<file path="config.mk">
export PLATFORM = sky130hd
export DESIGN_NAME = adc_frame_scheduler
export DESIGN_NICKNAME = d
export VERILOG_FILES = /design/src/rtl/adc_frame_scheduler.sv
export SDC_FILE = /design/constraint.sdc
export NUM_CORES = 1
export LEC_CHECK = 0
export CAP_MARGIN = 5
export CORE_ASPECT_RATIO = 0.5
export CORE_MARGIN = 2
export CORE_UTILIZATION = 53
export CTS_CLUSTER_DIAMETER = 40
export DETAILED_ROUTE_END_ITERATION = 10
export GPL_ROUTABILITY_DRIVEN = 0
export PLACE_DENSITY = 0.82
export SLEW_MARGIN = 30
export SYNTH_ARGS = -nofsm -noshare
export SYNTH_HDL_FRONTEND = slang
export SYNTH_SLANG_ARGS = --single-unit
</file>
<file path="constraint.sdc">
create_clock -name BCLK -period 10 [get_ports BCLK]
set_input_delay 3 -clock BCLK [delete_from_list [all_inputs] [get_ports BCLK]]
set_output_delay 3 -clock BCLK [all_outputs]
set_load 0.01 [all_outputs]
</file>
<file path="src/rtl/adc_frame_scheduler.sv">
// Frame scheduler for a left-justified stereo ADC receiver: issues one start per frame,
// captures the finished sample pair into a 2-deep fall-through buffer and flags overruns/timeouts.
module adc_frame_scheduler #(
    parameter int DATA_WIDTH    = 24,
    parameter int FRAME_BCLKS   = 64,
    parameter int TIMEOUT_BCLKS = 2 * DATA_WIDTH + 4
) (
    input  logic                  BCLK,
    input  logic                  RST,
    input  logic                  enable,
    output logic                  rx_start,
    input  logic                  rx_data_ready,
    input  logic [DATA_WIDTH-1:0] rx_left,
    input  logic [DATA_WIDTH-1:0] rx_right,
    output logic                  out_valid,
    input  logic                  out_ready,
    output logic [DATA_WIDTH-1:0] out_left,
    output logic [DATA_WIDTH-1:0] out_right,
    output logic [15:0]           overrun_count,
    output logic                  timeout_err,
    output logic                  busy
);

    // state | meaning
    // IDLE  | no frame running; waits for enable
    // START | rx_start pulse, frame cycle 0
    // WAIT  | conversion in flight; capture on rx_data_ready or give up on timeout
    // GAP   | pad out the remainder of the frame
    typedef enum logic [1:0] {S_IDLE, S_START, S_WAIT, S_GAP} state_t;

    localparam logic [7:0] FRAME_LAST = 8'(FRAME_BCLKS - 1);
    localparam logic [7:0] TMO_LOAD   = 8'(TIMEOUT_BCLKS - 2);

    state_t                state;
    logic [7:0]            frame_cnt;
    logic [7:0]            tmo_cnt;

    logic [DATA_WIDTH-1:0] mem_left  [2];
    logic [DATA_WIDTH-1:0] mem_right [2];
    logic                  wr_ptr;
    logic                  rd_ptr;
    logic [1:0]            count;

    logic                  capture;
    logic                  pop;
    logic                  push_ok;
    logic                  drop;

    always_ff @(posedge BCLK or posedge RST) begin
        if (RST) begin
            state       <= S_IDLE;
            rx_start    <= 1'b0;
            busy        <= 1'b0;
            frame_cnt   <= '0;
            tmo_cnt     <= '0;
            timeout_err <= 1'b0;
        end else begin
            rx_start <= 1'b0;
            case (state)
                S_IDLE: begin
                    frame_cnt <= '0;
                    if (enable) begin
                        state    <= S_START;
                        rx_start <= 1'b1;
                        busy     <= 1'b1;
                    end
                end
                S_START: begin
                    frame_cnt <= 8'd1;
                    tmo_cnt   <= TMO_LOAD;
                    state     <= S_WAIT;
                end
                S_WAIT: begin
                    frame_cnt <= frame_cnt + 8'd1;
                    tmo_cnt   <= tmo_cnt - 8'd1;
                    if (rx_data_ready) begin
                        state <= S_GAP;
                    end else if (tmo_cnt == 8'd0) begin
                        timeout_err <= 1'b1;
                        state       <= S_GAP;
                    end
                end
                S_GAP: begin
                    frame_cnt <= frame_cnt + 8'd1;
                    // Re-arm on the last cycle so starts land exactly FRAME_BCLKS apart
                    if (frame_cnt == FRAME_LAST) begin
                        if (enable) begin
                            state    <= S_START;
                            rx_start <= 1'b1;
                        end else begin
                            state <= S_IDLE;
                            busy  <= 1'b0;
                        end
                    end
                end
                default: begin
                    state <= S_IDLE;
                    busy  <= 1'b0;
                end
            endcase
        end
    end

    assign capture = (state == S_WAIT) && rx_data_ready;
    assign pop     = out_ready && (count != 2'd0);
    // A pop in the same cycle frees the slot the incoming sample needs
    assign push_ok = capture && ((count != 2'd2) || pop);
    assign drop    = capture && (count == 2'd2) && !pop;

    always_ff @(posedge BCLK or posedge RST) begin
        if (RST) begin
            mem_left[0]   <= '0;
            mem_left[1]   <= '0;
            mem_right[0]  <= '0;
            mem_right[1]  <= '0;
            wr_ptr        <= 1'b0;
            rd_ptr        <= 1'b0;
            count         <= 2'd0;
            overrun_count <= '0;
        end else begin
            if (push_ok) begin
                mem_left[wr_ptr]  <= rx_left;
                mem_right[wr_ptr] <= rx_right;
                wr_ptr            <= ~wr_ptr;
            end
            if (pop) begin
                rd_ptr <= ~rd_ptr;
            end
            case ({push_ok, pop})
                2'b10:   count <= count + 2'd1;
                2'b01:   count <= count - 2'd1;
                default: count <= count;
            endcase
            if (drop && (overrun_count != 16'hFFFF)) begin
                overrun_count <= overrun_count + 16'd1;
            end
        end
    end

    assign out_valid = (count != 2'd0);
    assign out_left  = mem_left[rd_ptr];
    assign out_right = mem_right[rd_ptr];

endmodule

</file>
==> impl_metrics.yaml, run 1 <==
power:
  p_leak_nw: 3.96
  peakVddDrop_v: 0.000126
  p_per_area_nw_per_um2: 158
  total_power_w: 0.00130
worst_hold_path:
  hold_end: "timeout_err"
  hold_class: "flip-flop to flip-flop"
  hp-start: "timeout_err"
  hold-path-cell-count: 2
cells_and_area:
  seqCellArea_um2: 3430
  area_growth_pct: 33.2
  fin_nets: 646
  fin_area_um2: 8230
  drive_above_1_share_pct: 32.6
  multi_input_area_um2: 2630
  diodes: 0
  fillers: 728
setup_path:
  start_kind: "flip-flop"
  rrSetupSlack_ns: 7.18
  required_ns: 7.00
  rr_startpoint: "state[0]"
  crit_path_top_delay_cell: "dfrtp_2"
  startpoint: "rd_ptr"
  end_kind: "primary output"
  worstPathCellList: "buf_4, mux2_2, clkdlybuf4s50_1"
  timing.critical_path.buf_inv: 2
  crit_arrival_ns: 2.39
  critical_path.max_fanout: 38
  worstReg2RegEnd: "mem_left[44]"
  cpPeakStageDelay_ns: 0.53
  worst_r2r_path_depth: 6
  critPathKind: "flip-flop to primary output"
  path_delay_family: "buffers and inverters"
sta:
  period_needed_ns: 5.39
  drv_slew: 0
  finalSetupTns_ns: 0
  fin_crit_sh_pct: 53.9
  slew-limit-headroom_pct: 45.0
  clock.fmax_mhz: 186
  final_hold_viol_count: 0
  skew_ns: 0.00891
  setup_violations: 0
  rsz0062_at_grt: "no"
  worst_pin_slew_ns: 0.826
clock_network:
  cts_max_level: 4
  cts_buffers: 17
  cts_num_sinks: 137
  clk_pin_slew_ns: 0.06
  cts_tree: "built"
  cts_root_buf: "clkbuf_16"
  postCtsSetupBuffers: 0
  cts_resized: 0
  hold_buffers: 0
  cts_buffer_depth: 2
  clk_latency_ns: 0.41
global_routing:
  antenna_found_initial: 0
  grt_pass1_wl_um: 20900
  overflow: 0
  grt_pass1_vias: 4288
  grt_start_max_net_pins: 72
  grt_use_met3_pct: 4.43
  globalRouteMet1Util_pct: 27.2
  track_usage_pct: 21.5
  busiest_layer: "met2"
  grt_use_met2_pct: 36.8
detailed_routing:
  drt_pass1_iterations: 4
  vias: 4108
  drc_errors: 0
  wire_per_inst_um: 16.9
  ant_nets: 0
  drt_iter0_drc: 197
  routed_via_density: 5.43
  wl_um: 12800
placed_design:
  place_area_um2: 7550
  port_buffers: 120
  dp_hpwl_um: 8240
yosys:
  ys_warn_count: 0
  synth_fp_nets: 521
  synth_fa_ha_area_share_pct: 1.62
  synthArstFlopShare_pct: 100
  yosys.area_share.simple_pct: 6.50
  ys_seq_area_share_pct: 55.5
  synth_top_family_by_area: "multiplexers"
  synth-xor-area-share_pct: 3.40
  synthMuxAreaShare_pct: 27.3
  yosysMostFrequentCell: "mux2_2"
  yosysTopAreaCell: "dfrtp_1"
  synth_area_um2: 6180
  synth_edf_count: 0
  synth_area_leaders: "dfrtp_1 55%, mux2_2 27%, xor2_1 2.7%"
  synth_compound_area_share_pct: 3.63
  syn_avg_cell_area_um2: 13.4
  synth-seq-cells: 137
  synth_cell_types: 40
  syn_inst: 460
  synth_top_area_share_pct: 55.5
  synth_common_cells: "148 x mux2_2, 137 x dfrtp_1, 19 x xor2_1"
  ys.flop_type: "dfrtp_1"
flow_run:
  maxCapViolCount: 0
outcome:
  status: "complete, no violations"
floorplanning:
  die_w_um: 157
  core_area_um2: 11200
  io_pins: 121
  dieArea_um2: 12600
  initial_core_util_pct: 55.2
  rows: 27
  die_y_um: 80.3
==> logic make-up after synthesis <==
| group | count (synthesis) |
|---|---|
| xor+xnor | 24 |
| buf+inv | 32 |
| compound gates | 34 |
| flops | 137 |
| mux | 150 |
| fa+ha+maj | 8 |
| simple gates | 75 |
==> layout make-up <==
type	count	share of cell area, %
clock inverter	15	3.01
inverter	13	0.624
clock buffer	17	5.17
multi-input combinational	291	32.0
tap	159	2.42
sequential	137	41.7
timing repair buffer	125	15.1
==> state kept, by name, summed over array words and instances, names as in the netlist, 2 cells and up <==
register       count
count              2
mem_right         48
state              2
tmo_cnt            8
mem_left          48
frame_cnt          8
overrun_count     16
==> metrics by stage <==
step | utilization (%) | setup WS (ns) | instances | hold WS, ns
floorplan | - | 3.33 | 460 | 0.461
global placement | 67.5 | 4.56 | 725 | 0.452
detailed placement | 67.5 | 4.55 | 725 | 0.468
CTS | 73.5 | 4.58 | 757 | 0.482
global route | 73.6 | 4.52 | 757 | 0.489
finish | 73.6 | 4.61 | 757 | 0.478
==> where the power goes <==
part           total (W)  switching (W)  internal [W]
logic          0.0000359      0.0000171     0.0000188
registers       0.000555              0      0.000555
clock network   0.000707       0.000238      0.000469
==> per-layer routing <==
metal / routed length (µm) / part of all wire, %
met5: 0 / 0
met4: 216 / 1.7
met3: 397 / 3.1
met2: 6450 / 50
met1: 5760 / 45
==> worst min-delay path, stage by stage (launching register included) <==
cell and delay, ns:
dfrtp_1 0.35, inv_1 0.04, o31ai_1 0.05
==> how the worst max path moves through the flow <==
stage / end / slack (ns) / depth (start not counted)
3_5_place_dp: mem_left[21] / 4.55 / 5
2_1_floorplan: busy / 3.33 / 1
5_1_grt: out_left[6] / 4.52 / 3
3_3_place_gp: mem_right[15] / 4.56 / 5
4_1_cts: out_left[20] / 4.58 / 3
6_report: out_left[22] / 4.61 / 3
==> layout by cell type (no fill, tap or decap), types with 2 or more instances in the layout <==
cell type	count
nor3b_1	2
inv_6	2
nor3_1	6
and4_1	3
xor2_1	19
or2_2	2
a211oi_1	6
clkinv_2	3
inv_1	12
o31ai_1	4
a31oi_1	2
and3_1	2
clkinv_4	4
clkbuf_16	17
clkdlybuf4s50_1	120
xnor2_1	5
dfrtp_1	136
a21oi_1	5
buf_4	4
bufinv_16	6
nand4_1	8
o21ai_0	9
mux2_2	148
nor4_1	4
nand3_1	11
mux2i_1	2
nand2_1	14
ha_1	8
nor2_1	15
Note: power is estimated with default switching activity, not from simulation.
==> inputs of run 2 (changes only) <==
- CORE_UTILIZATION: 53 -> 52
- PLACE_DENSITY: 0.82 -> 0.8
- clock period: 10 -> 5.58 ns (I/O delays scaled with it)
==> run 2 against run 1 <==
  * Combinational power increased by 81%
  * Via count decreased by 1.4%
  * Clock skew increased by 0.0027 ns
  * Non-clock buffer count increased by 1
  * Wire length decreased by 1.5%
  * Final area about the same
  * Sequential cell count unchanged
  * Die area increased by 1.8%
  * Clock-buffer cell count increased by 2
  * Utilization decreased by 3.3 points
==> impl_metrics.yaml, run 2 (synthesis results as in run 1) <==
outcome:
  status: "complete, no violations"
cells_and_area:
  top_regs: "mem_left: 48 flops, mem_right: 48 flops, overrun_count: 16 flops"
  final_common_cell: "mux2_2"
  diodes: 0
  fin_nets: 647
  stdcell_count: 764
  most-common-layout-cells: "148 x mux2_2, 136 x dfrtp_1, 120 x clkdlybuf4s50_1"
  drive_above_1_share_pct: 32.7
  area_growth_pct: 33.1
detailed_routing:
  vias: 4049
  drc_errors: 0
  routed_via_density: 5.30
  wl_um: 12600
  drt_iter0_drc: 183
  ant_nets: 0
  wire_per_inst_um: 16.5
  drt_pass1_iterations: 4
sta:
  rsz0062_at_grt: "no"
  period_needed_ns: 4.22
  slew-limit-headroom_pct: 51.4
  finalSetupTns_ns: 0
  worst_pin_slew_ns: 0.728
  clock.fmax_mhz: 237
  setup_violations: 0
  skew_ns: 0.0116
  drv_slew: 0
  fin_crit_sh_pct: 75.7
  final_hold_viol_count: 0
clock_network:
  cts_buffers: 17
  cts_max_level: 4
  cts_buffer_depth: 2
  cts_tree: "built"
  hold_buffers: 0
  cts_resized: 0
  cts_num_sinks: 137
  postCtsSetupBuffers: 0
  cts_root_buf: "clkbuf_16"
  clk_pin_slew_ns: 0.06
  clk_latency_ns: 0.42
setup_path:
  required_ns: 3.91
  crit_arrival_ns: 2.55
  path_delay_family: "buffers and inverters"
  end_kind: "primary output"
  timing.critical_path.buf_inv: 2
  worstPathCellList: "buf_4, mux2_2, clkdlybuf4s50_1"
  crit_path_top_delay_cell: "dfrtp_2"
  critical_path.max_fanout: 30
  cpPeakStageDelay_ns: 0.83
  start_kind: "flip-flop"
  critPathKind: "flip-flop to primary output"
floorplanning:
  initial_core_util_pct: 52.8
  die_y_um: 81.1
  dieArea_um2: 12800
  die_w_um: 158
  core_area_um2: 11700
  io_pins: 121
  rows: 28
global_routing:
  grt_pass1_wl_um: 20500
  track_usage_pct: 21.0
  grt_start_max_net_pins: 75
  overflow: 0
  grt_pass1_vias: 4102
  antenna_found_initial: 0
placed_design:
  dp_cells: 732
  port_buffers: 120
  dp_hpwl_um: 8120
flow_run:
  maxCapViolCount: 0
power:
  p_per_area_nw_per_um2: 276
  peakVddDrop_v: 0.000190
  p_leak_nw: 3.94
worst_hold_path:
  hold_class: "flip-flop to flip-flop"
[run 2: cell count changes in the layout (fill, tap and decap cells not counted), moves of 2 or more]
cell | before | now
clkbuf_8 | 0 | 2
bufinv_16 | 6 | 4
clkinvlp_4 | 0 | 2
clkinv_2 | 3 | 1
[run 2: through the flow]
stage	total power, W	util [%]	hold slack, ns	worst slack, ns	cell area, µm²
global placement	0.00108	64.7	0.448	1.66	7580
floorplan	0.00103	-	0.461	0.238	6180
global route	0.00234	70.3	0.489	1.25	8220
CTS	0.00229	70.3	0.468	1.34	8220
detailed placement	0.00108	64.7	0.454	1.58	7580
finish	0.00227	70.3	0.464	1.36	8220
[run 2: final timing paths]
kind / endpoint / depth (start not counted) / startpoint / slack [ns]
worst min register to register: timeout_err / 2 / timeout_err / 0.46
worst min-delay path: timeout_err / 2 / timeout_err / 0.46
worst max-delay path: out_right[17] / 3 / rd_ptr / 1.36
min in group asynchronous: overrun_count[7] / 2 / RST / 1.74
worst max register to register: mem_right[32] / 6 / state[0] / 2.87
max in group asynchronous: mem_right[42] / 3 / RST / 3.05
[run 2: cell type report]
cell class	count	area [µm²]
fillers	801	3480
flip-flops and latches	137	3430
multi-input cells	291	2630
repair buffers	126	1260
clock buffers	19	453
well taps	165	206
clock inverters	13	193
inverters	13	53.8
[run 2: worst reg2reg max path, stage by stage (launching register included)]
cell	delay, ns
dfrtp_1	0.44
inv_1	0.15
ha_1	0.43
nand3_1	0.28
nor2_4	0.56
buf_4	0.37
mux2_2	0.37
[run 2: layer usage]
| layer | part of all wire (%) | up-vias | routed length [µm] | track usage [%] |
|---|---|---|---|---|
| met5 | 0 | - | 0 | 0 |
| li1 | - | 1917 | - | - |
| met3 | 2.9 | 12 | 365 | 5.60 |
| met4 | 0.95 | 0 | 120 | 6.58 |
| met2 | 51 | 62 | 6490 | 36.2 |
| met1 | 45 | 2058 | 5650 | 26.4 |
[run 2: report_power, final]
part | switching [W] | internal (W)
Combinational | 0.0000305 | 0.0000345
Clock | 0.000437 | 0.000776
Sequential | 0 | 0.000994
Total | 0.000467 | 0.00180
==> inputs of run 3 (changes only) <==
- clock period: 5.58 -> 3.9 ns (I/O delays scaled with it)
==> run 3 against run 2 <==
  * Sequential share of layout area fell by 0.23 points
  * Worst hold slack better by 0.020 ns
  * Register-to-register slack got worse by 1.3 ns
  * Non-clock buffer count up 2
  * Combinational power increased by 47%
  * Sequential cell count unchanged
  * Critical path depth unchanged
  * Critical endpoint is now out_right[13]
  * Die area did not move
  * Utilization up 0.39 points
  * Global-route usage down 0.80 points
  * Wire length shrank 2.3%
  * Sequential power grew 43%
==> impl_metrics.yaml, run 3 (synthesis results as in run 1) <==
detailed_routing:
  drt_iter0_drc: 247
  wl_met2_um: 6200
  vias: 4055
  wire_per_inst_um: 16.1
  drt_pass1_iterations: 4
  routed-wl-met3_um: 436
  wl_um: 12300
  drc_errors: 0
  ant_nets: 0
  top_layer: "met4"
  wl_met1_um: 5570
  routed_via_density: 5.29
global_routing:
  antenna_found_initial: 0
  grt_pass1_wl_um: 19900
  grt_pass1_vias: 4062
  overflow: 0
  grt_start_max_net_pins: 49
  track_usage_pct: 20.2
outcome:
  status: "complete, no violations"
cells_and_area:
  top_regs: "mem_left: 48 flops, mem_right: 48 flops, overrun_count: 16 flops"
  most-common-layout-cells: "148 x mux2_2, 136 x dfrtp_1, 120 x clkdlybuf4s50_1"
  drive_above_1_share_pct: 32.8
  fin_area_um2: 8270
  final_common_cell: "mux2_2"
  fillers: 806
  seqCellArea_um2: 3430
  multi_input_area_um2: 2630
  fin_nets: 649
  area_growth_pct: 33.9
  diodes: 0
floorplanning:
  dieArea_um2: 12800
  die_w_um: 158
  initial_core_util_pct: 52.8
  core_area_um2: 11700
  io_pins: 121
  die_y_um: 81.1
  rows: 28
sta:
  final_hold_viol_count: 0
  drv_slew: 0
  worst_pin_slew_ns: 0.809
  clock.fmax_mhz: 291
  rsz0062_at_grt: "no"
  slew-limit-headroom_pct: 46.0
  fin_crit_sh_pct: 88.1
  finalSetupTns_ns: 0
  skew_ns: 0.00809
  period_needed_ns: 3.44
  setup_violations: 0
clock_network:
  cts_root_buf: "clkbuf_16"
  hold_buffers: 0
  clk_pin_slew_ns: 0.06
  cts_resized: 0
  clk_latency_ns: 0.41
  cts_max_level: 4
  cts_buffers: 17
  postCtsSetupBuffers: 0
  cts_tree: "built"
  cts_num_sinks: 137
  cts_buffer_depth: 2
power:
  p_per_area_nw_per_um2: 391
  peakVddDrop_v: 0.000287
  p_leak_nw: 3.95
placed_design:
  port_buffers: 120
  dp_hpwl_um: 8160
  place_area_um2: 7630
flow_run:
  maxCapViolCount: 0
worst_hold_path:
  hp-start: "timeout_err"
  hold_class: "flip-flop to flip-flop"
setup_path:
  start_kind: "flip-flop"
  required_ns: 2.73
  critPathKind: "flip-flop to primary output"
  crit_arrival_ns: 2.27
  critical_path.max_fanout: 20
  startpoint: "rd_ptr"
  rr_startpoint: "state[0]"
  end_kind: "primary output"
-- run 3: critical path: stages, from the launching register on --
cell and delay, ns:
dfrtp_2 0.61, buf_4 0.37, mux2_2 0.38, clkdlybuf4s50_1 0.48
-- run 3: power breakdown --
group          internal, W  leakage [nW]  switching [W]  total [W]
combinational    0.0000519          1.77      0.0000437  0.0000956
sequential         0.00142          1.88              0    0.00142
clock              0.00112         0.301       0.000592    0.00171
-- run 3: per-stage QoR --
stage	std cells	setup slack [ns]	total power (W)	util, %	hold slack, ns
global placement	734	0.686	0.00154	65.2	0.458
detailed placement	734	0.645	0.00154	65.2	0.470
floorplan	460	1.02	0.00147	-	0.461
global route	766	0.381	0.00334	70.7	0.509
CTS	766	0.422	0.00327	70.7	0.484
finish	766	0.463	0.00323	70.7	0.484
-- run 3: layout make-up --
| cell class | instances | area share, % |
|---|---|---|
| flip-flops and latches | 137 | 41.5 |
| repair buffers | 128 | 15.9 |
| clock inverters | 11 | 2.04 |
| multi-input cells | 291 | 31.8 |
| inverters | 13 | 0.635 |
| well taps | 165 | 2.50 |
| clock buffers | 21 | 5.69 |
-- run 3: routing by layer --
metal | up-vias | GRT usage (%)
met5 | - | 0
met4 | 0 | 8.56
li1 | 1926 | -
met3 | 13 | 4.59
met2 | 66 | 34.1
met1 | 2050 | 25.5
-- run 3: final timing paths --
check	slack, ns	endpoint	depth (start not counted)
max	0.46	out_right[13]	3
min	0.48	timeout_err	2
max reg2reg	1.62	mem_right[3]	5
min reg2reg	0.48	timeout_err	2
max in group asynchronous	1.87	mem_left[5]	3
min in group asynchronous	1.26	mem_left[6]	2
